==> config.mk <==
export PLATFORM = sky130hd
export DESIGN_NAME = alu_issue_ctrl
export DESIGN_NICKNAME = d
export VERILOG_FILES = /design/src/rtl/alu_pkg.sv /design/src/rtl/alu_cmd_fifo.sv /design/src/rtl/alu_issue_ctrl.sv
export SDC_FILE = /design/constraint.sdc
export NUM_CORES = 1
export LEC_CHECK = 0
export CORE_MARGIN = 2
export CORE_UTILIZATION = 50
export DETAILED_ROUTE_END_ITERATION = 16
export HOLD_SLACK_MARGIN = 0.02
export PLACE_DENSITY = 0.82
export SLEW_MARGIN = 5
export SYNTH_ARGS = -nofsm -noshare
export SYNTH_HDL_FRONTEND = slang
export SYNTH_SLANG_ARGS = --single-unit
==> constraint.sdc <==
create_clock -name clk_p_i -period 7.3 [get_ports clk_p_i]
set_clock_uncertainty 0.1 [all_clocks]
set_input_delay 1.46 -clock clk_p_i [delete_from_list [all_inputs] [get_ports clk_p_i]]
set_output_delay 1.46 -clock clk_p_i [all_outputs]
set_load 0.03 [all_outputs]
==> src/rtl/alu_pkg.sv <==
// Shared opcode constants, FSM state type and command record for the ALU issue controller.
package alu_pkg;

   localparam logic [2:0] OP_ADD = 3'b000;
   localparam logic [2:0] OP_SUB = 3'b001;
   localparam logic [2:0] OP_MUL = 3'b010;
   localparam logic [2:0] OP_AND = 3'b011;
   localparam logic [2:0] OP_XOR = 3'b100;
   localparam logic [2:0] OP_ABS = 3'b101;
   localparam logic [2:0] OP_AVG = 3'b110;
   localparam logic [2:0] OP_MOD = 3'b111;

   typedef enum logic [1:0] {
      StIdle,
      StIssue,
      StWait,
      StHold
   } alu_state_e;

   typedef struct packed {
      logic [2:0] inst;
      logic [7:0] a;
      logic [7:0] b;
   } alu_cmd_t;

endpackage

==> src/rtl/alu_cmd_fifo.sv <==
// Synchronous command FIFO, DEPTH entries of alu_cmd_t, async active-high reset.
module alu_cmd_fifo
   import alu_pkg::*;
#(
   parameter int unsigned DEPTH = 4
) (
   input  logic     clk_i,
   input  logic     rst_i,
   input  logic     push_i,
   input  logic     pop_i,
   input  alu_cmd_t data_i,
   output alu_cmd_t data_o,
   output logic     full_o,
   output logic     empty_o
);

   localparam int unsigned AW = $clog2(DEPTH);

   alu_cmd_t         mem_q [DEPTH];
   logic     [AW:0]  wr_ptr_q;
   logic     [AW:0]  rd_ptr_q;
   logic             do_push;
   logic             do_pop;

   // Extra pointer MSB distinguishes full from empty when the indices match.
   assign full_o  = (wr_ptr_q[AW] != rd_ptr_q[AW]) && (wr_ptr_q[AW-1:0] == rd_ptr_q[AW-1:0]);
   assign empty_o = (wr_ptr_q == rd_ptr_q);
   assign data_o  = mem_q[rd_ptr_q[AW-1:0]];
   assign do_push = push_i && !full_o;
   assign do_pop  = pop_i && !empty_o;

   always_ff @(posedge clk_i or posedge rst_i) begin
      if (rst_i) begin
         wr_ptr_q <= '0;
         rd_ptr_q <= '0;
      end else begin
         if (do_push) wr_ptr_q <= wr_ptr_q + 1'b1;
         if (do_pop)  rd_ptr_q <= rd_ptr_q + 1'b1;
      end
   end

   always_ff @(posedge clk_i) begin
      if (do_push) mem_q[wr_ptr_q[AW-1:0]] <= data_i;
   end

endmodule

==> src/rtl/alu_issue_ctrl.sv <==
// Initiator for the ALU: buffers commands, issues them to the ALU, returns tagged results.
module alu_issue_ctrl
   import alu_pkg::*;
#(
   parameter int unsigned DEPTH   = 4,
   parameter int unsigned ALU_LAT = 1,
   parameter int unsigned TAG_W   = 4
) (
   input  logic             clk_p_i,
   input  logic             reset_p_i,
   input  logic             cmd_valid_i,
   output logic             cmd_ready_o,
   input  logic [2:0]       cmd_inst_i,
   input  logic [7:0]       cmd_a_i,
   input  logic [7:0]       cmd_b_i,
   output logic [2:0]       alu_inst_o,
   output logic [7:0]       alu_a_o,
   output logic [7:0]       alu_b_o,
   input  logic [15:0]      alu_data_i,
   output logic             res_valid_o,
   input  logic             res_ready_i,
   output logic [15:0]      res_data_o,
   output logic [TAG_W-1:0] res_tag_o,
   output logic             res_err_o,
   output logic             busy_o
);

   localparam int unsigned CntW = (ALU_LAT > 1) ? $clog2(ALU_LAT) : 1;

   alu_state_e        state_q;
   logic [CntW-1:0]   cnt_q;
   logic [2:0]        inst_q;
   logic [7:0]        a_q;
   logic [7:0]        b_q;
   logic [15:0]       data_q;
   logic              err_q;
   logic              valid_q;
   logic [TAG_W-1:0]  tag_q;

   alu_cmd_t          cmd_in;
   alu_cmd_t          fifo_head;
   logic              fifo_full;
   logic              fifo_empty;
   logic              fifo_pop;

   assign cmd_in   = '{inst: cmd_inst_i, a: cmd_a_i, b: cmd_b_i};
   assign fifo_pop = (state_q == StIdle) && !fifo_empty;

   alu_cmd_fifo #(
      .DEPTH (DEPTH)
   ) u_fifo (
      .clk_i   (clk_p_i),
      .rst_i   (reset_p_i),
      .push_i  (cmd_valid_i),
      .pop_i   (fifo_pop),
      .data_i  (cmd_in),
      .data_o  (fifo_head),
      .full_o  (fifo_full),
      .empty_o (fifo_empty)
   );

   always_ff @(posedge clk_p_i or posedge reset_p_i) begin
      if (reset_p_i) begin
         state_q <= StIdle;
         cnt_q   <= '0;
         inst_q  <= '0;
         a_q     <= '0;
         b_q     <= '0;
         data_q  <= '0;
         err_q   <= 1'b0;
         valid_q <= 1'b0;
         tag_q   <= '0;
      end else begin
         unique case (state_q)
            StIdle: begin
               if (fifo_pop) begin
                  inst_q  <= fifo_head.inst;
                  a_q     <= fifo_head.a;
                  b_q     <= fifo_head.b;
                  state_q <= StIssue;
               end
            end
            StIssue: begin
               // Modulo by zero never reaches the ALU result path.
               if (inst_q == OP_MOD && a_q == 8'h00) begin
                  data_q  <= 16'h0000;
                  err_q   <= 1'b1;
                  valid_q <= 1'b1;
                  state_q <= StHold;
               end else begin
                  cnt_q   <= CntW'(ALU_LAT - 1);
                  state_q <= StWait;
               end
            end
            StWait: begin
               if (cnt_q == '0) begin
                  data_q  <= alu_data_i;
                  err_q   <= 1'b0;
                  valid_q <= 1'b1;
                  state_q <= StHold;
               end else begin
                  cnt_q <= cnt_q - 1'b1;
               end
            end
            StHold: begin
               if (res_ready_i) begin
                  valid_q <= 1'b0;
                  tag_q   <= tag_q + 1'b1;
                  state_q <= StIdle;
               end
            end
            default: state_q <= StIdle;
         endcase
      end
   end

   assign cmd_ready_o = !fifo_full;
   assign busy_o      = (state_q != StIdle) || !fifo_empty;
   assign alu_inst_o  = inst_q;
   assign alu_a_o     = a_q;
   assign alu_b_o     = b_q;
   assign res_valid_o = valid_q;
   assign res_data_o  = data_q;
   assign res_tag_o   = tag_q;
   assign res_err_o   = err_q;

endmodule

==> Yosys cells after proc, flatten, opt, wreduce, memory -nomap -nowiden <==
Memory sizes are Yosys's and may differ from the RTL's. A register that Yosys moved wholly into a read port is not among the register bits.
Index checks and enable logic that the tools add are counted.
{ "word_totals": {"ff_bits": 31, "latchBits": 0, "ramBits": 76, "mem_bits_ro": 0, "wordCells": 63, "memories": 1} }
{ "op_classes": {"n_addsub": 4, "n_mul": 0, "div_mod_pow": 0, "order_cmp": 0, "n_eq_ne": 12, "shift": 0, "muxes": 19, "bitwise_logic": 0, "reduce_logical": 19} }
{ "memory_table": {"columns": ["memory", "words", "word_bits", "read_ports", "rd_ports_with_merged_regs", "wr", "line_no", "source"], "rows": [
  ["u_fifo.mem_q", 4, 19, 1, 1, 1, "alu_cmd_fifo.sv:19", "alu_cmd_t mem_q [DEPTH];"]
]} }
{ "op_table": {"columns": ["op", "n"], "rows": [
  ["$mux 16", 2],
  ["$pmux 16 s2", 1],
  ["$mux 1", 9],
  ["$logic_not 8->1", 1],
  ["$ne 2x2->1 const B", 4],
  ["$pmux 2 s4", 1],
  ["$add 3x1->3 const B", 2],
  ["$mux 2", 3],
  ["$reduce_and 2->1", 3],
  ["$reduce_and 3->1", 2],
  ["$logic_and 1x1->1", 5],
  ["$add 4x1->4 const B", 1],
  ["$eq 2x2->1 const B", 2],
  ["$pmux 1 s2", 2],
  ["$reduce_and 4->1", 1],
  ["$reduce_bool 2->1", 2],
  ["$eq 3x3->1", 1],
  ["$eq 3x3->1 const B", 1],
  ["$pmux 1 s3", 1],
  ["$reduce_bool 3->1", 1],
  ["$eq 2x1->1 const B", 1],
  ["$eq 2x2->1", 1],
  ["$logic_not 1->1", 2],
  ["$logic_not 2->1", 1],
  ["other kinds (4)", 4]
]} }

==> Longest topological paths before layout <==
{ "logic_depth": {"depth_word": 6, "ltp_mapped": 7, "depth_no_buf": 5} }

==> Modules after synthesis <==
From an unflattened synthesis, not the netlist that was laid out.
{ "hier_totals": {"hier_cells": 279, "hier_area_um2": 5119.9} }
{ "by_module_without_submodules": {"columns": ["module", "instances", "cells_per_inst", "area_each_um2", "seq_area_each_um2"], "rows": [
  ["alu_cmd_fifo", 1, 150, 3256.9, 2432.3],
  ["alu_issue_ctrl", 1, 129, 1863.0, 1076.0]
]} }

==> Worst setup path after synthesis <==
No wires, ideal clock.
{ "synth_timing": {"path_kind": "input -> register", "from": "input port cmd_valid_i", "to": "memory u_fifo.mem_q[3][0] (netlist name), enable pin", "setup_time_ns": 0.410, "arrival_time_ns": 2.585, "slack_ns": 4.205, "stages": 2, "path_buffers": 0, "cell_sequence": "nand2_1 a31oi_1"} }
{ "synth_via": {"elab_chain_cells": 3} }
{ "synth_rtl": {"columns": ["element", "line_no", "source"], "rows": [
  ["from (decl)", "alu_issue_ctrl.sv:11", "input logic cmd_valid_i,"],
  ["$logic_and 1x1->1", "alu_cmd_fifo.sv:29", "assign do_push = push_i && !full_o;"],
  ["$mux 1", "alu_cmd_fifo.sv:43", "if (do_push) mem_q[wr_ptr_q[AW-1:0]] <= data_i;"],
  ["$mux 1 (not written as such)", "alu_cmd_fifo.sv:43", null],
  ["to (decl)", "alu_cmd_fifo.sv:19", null]
]} }
Every way passes these cells.

==> Final worst setup path <==
{ "layout_timing": {"from": "register u_fifo.rd_ptr_q[1]", "to": "output port busy_o"} }
{ "layout_via": {"elab_chain_cells": 3} }
{ "layout_rtl": {"columns": ["element", "line_no", "source"], "rows": [
  ["from (decl)", "alu_cmd_fifo.sv:21", "logic [AW:0] rd_ptr_q;"],
  ["from (signal assigned)", "alu_cmd_fifo.sv:38", "if (do_pop) rd_ptr_q <= rd_ptr_q + 1'b1;"],
  ["$eq 3x3->1", "alu_cmd_fifo.sv:27", "assign empty_o = (wr_ptr_q == rd_ptr_q);"],
  ["$logic_not 1->1", "alu_issue_ctrl.sv:118", "assign busy_o = (state_q != StIdle) || !fifo_empty;"],
  ["$logic_or 1x1->1", "alu_issue_ctrl.sv:118", null],
  ["to (decl)", "alu_issue_ctrl.sv:25", "output logic busy_o"]
]} }
Every way passes these cells.

==> metrics.cfg <==
[yosys]
synthArstFlopShare_pct = 39.2
yosysMostFrequentCell = edfxtp_1
synthCells = 260
synth_area_leaders = edfxtp_1 46%, dfrtp_1 25%, mux4_2 8.6%
synth_cell_types = 39
synth-simple-area-share_pct = 2.48
syn_nets = 309
yosysSeqAreaShare_pct = 70.4
synth_top_family_by_area = multiplexers
ys_seq_elements = 125
synth_top_cell_area_share_pct = 45.8
syn_avg_cell_area_sq_um = 19.2
synth-compound-area-share_pct = 5.90
synth_common_cells = 76 x edfxtp_1, 49 x dfrtp_1, 19 x mux4_2
synth_top_area_cell = edfxtp_1
synthMuxAreaShare_pct = 13.9
synth-edff-count = 76
yosys_warnings = 0
synthFlopType = edfxtp_1
synth_fa_ha_area_share_pct = 2.51
synth_xor_area_share_pct = 2.43
netlist_area_sq_mm = 0.00499

[timing]
report.final.slew_viol_count = 0
rsz0062_at_grt = no
max_clock_freq_mhz = 233
min_period_ns = 4.30
fin_crit_sh_pct = 58.8
worst_pin_slew_ns = 1.07
tns_ns = 0
timing_hold_violations_final = 0
max_slew_margin_pct = 28.7
finalSetupViolations = 0

[critical_path]
max_stage_delay_ns = 1.02
cp.required_ns = 5.74
critical_path.cell_chain = xnor2_1, nand4_1, clkdlybuf4s50_1
worst-path-max-fanout = 23
path_buf_inv = 1
crit_family = flip-flops
cp-end-kind = output port
critPathKind = reg -> out
crit_start = u_fifo.rd_ptr_q[1]$_DFFE_PP0P_
worstReg2RegEnd = u_fifo.mem_q[2][17]$_DFFE_PP_
r2r_setup_slack_ns = 4.26
crit_arrival_ns = 2.74
timing.rr.start = u_fifo.rd_ptr_q[1]$_DFFE_PP0P_
reg2regPathDepth = 3
crit_slowest_cell = dfrtp_1
crit_path_start_kind = flop

[clock_network]
htreeDepth = 4
clkSinkCount = 125
clk_pin_slew_ns = 0.06
cts.repair.resized = 0
postCtsSetupRepairBufs = 0
cts_root_buf = clkbuf_8
clockBufferDepth = 2
cts_buffers = 17
holdBufCountCts = 0
cts_tree = done
clkLatencyLatePin_ns = 0.52

[global_route]
grt_use_met3_pct = 5.64
grt_start_max_net_pins = 50
gr-total-overflow = 0
grt_util_met2_pct = 30.0
grt_pass1_vias = 2856
top_usage_layer = met2
track_usage_pct = 18.7
grt_use_met1_pct = 24.2
antenna_found_initial = 0
grt_pass1_wl_microns = 15100

[die]
floorplan.initialDensity_pct = 51.2
core_sq_mm = 0.00973
die_w_microns = 104
fp.dieH_microns = 104
dieArea_sq_mm = 0.0108
fp-row-count = 36
io_pins = 82

[flow_run]
maxCapViolCount = 0

[hold_path]
worstHoldEndpoint = res_tag_o[3]$_DFFE_PP0P_
min_from = res_tag_o[3]$_DFFE_PP0P_
min_path_cells = 1
hold_path_class = reg -> reg

[placement]
gp_congestion = 0.789
hpwl_microns = 5930
portBuffers = 81
placed_cell_area_sq_mm = 0.00590

[route]
final_antenna_net_count = 0
drc = 0
vias = 2700
drt-initial-drc-count = 105
avgRoutedWirePerCell_microns = 18.6
routed_wl_microns = 9230
drt_pass1_iterations = 4
via_per_inst = 5.44

[pwr]
vdd_ir_drop_max_mv = 0.348
cellPowerDensity_mw_per_mm2 = 493
power.leakage_nw = 2.38

[layout]
multi_input_area_sq_mm = 0.00136
final_nets = 399
area_growth_pct = 30.1
fin_area_sq_mm = 0.00649
drive_gt1_share_pct = 21.2
diodes = 0
nFillCells = 670
ff_latch_area_sq_mm = 0.00351

[run_status]
run_status = completed

power by group:
part	internal, mW	total, mW	switching [mW]
logic	0.572	1.23	0.658
registers	1.00	1.15	0.147
clock network	0.520	0.820	0.300
total	2.10	3.20	1.10
worst register-to-register path: stages (launching register included):
cell	delay, ns
dfrtp_1	1.02
xor2_1	0.39
o31a_1	0.32
and2_1	0.83
flip-flops by register name (all words and copies together) (netlist names):
register / count
u_fifo.mem_q: 76
res_data_o: 16
alu_a_o: 8
alu_b_o: 8
res_tag_o: 4
alu_inst_o: 3
u_fifo.rd_ptr_q: 3
u_fifo.wr_ptr_q: 3
state_q: 2
res_err_o: 1
res_valid_o: 1
how the worst max path moves through the flow:
stage,to,slack [ns],depth (start not counted)
2_1_floorplan,u_fifo.mem_q[3][0]$_DFFE_PP_,4.21,2
3_3_place_gp,busy_o,3.58,3
3_5_place_dp,busy_o,3.53,3
4_1_cts,busy_o,2.97,3
5_1_grt,cmd_ready_o,2.82,3
6_report,busy_o,3.00,3
cell usage in the layout (no fill, tap or decap), types with 3 or more instances in the layout:
master	instances
edfxtp_1	76
ha_1	10
clkbuf_16	16
nand3_1	3
inv_1	7
xnor2_1	8
mux2_1	7
nand2_1	3
and2_1	3
mux4_2	19
clkinv_2	3
bufinv_16	3
clkdlybuf4s50_1	81
dfrtp_1	49
a32o_1	16
xor2_1	4
clkinvlp_4	4
mux2_2	15
buf_4	3
through the flow:
| stage | instances | utilization (%) | total power [mW] | hold slack, ns | worst slack (ns) |
|---|---|---|---|---|---|
| after floorplan | 260 | - | 2.00 | 0.432 | 4.21 |
| after global routing | 496 | 66.7 | 3.36 | 0.401 | 2.82 |
| after CTS | 496 | 66.7 | 3.23 | 0.376 | 2.97 |
| after global placement | 464 | 60.6 | 2.36 | 0.357 | 3.58 |
| after detailed placement | 464 | 60.6 | 2.40 | 0.368 | 3.53 |
| final | 496 | 66.7 | 3.20 | 0.374 | 3.00 |
layout make-up:
| class | count | area share (%) |
|---|---|---|
| Clock inverter | 14 | 2.62 |
| Tap cell | 133 | 2.57 |
| Inverter | 8 | 0.463 |
| Sequential cell | 125 | 54.1 |
| Timing Repair Buffer | 84 | 12.8 |
| Multi-Input combinational cell | 114 | 21.0 |
| Clock buffer | 18 | 6.44 |
layer usage:
metal	wire, microns	vias up
met3	451	10
met5	0	-
met4	121	0
met2	4560	93
li1	-	1214
met1	4100	1383
logic make-up (layout without fill, tap and decap cells):
kind of cell | count (synthesis) | in the layout
flops | 125 | 125
mux | 42 | 42
compound gates | 30 | 30
buf+inv | 21 | 124
simple gates | 19 | 19
xor+xnor | 13 | 13
fa+ha+maj | 10 | 10
Note: power is estimated with default switching activity, not from simulation.
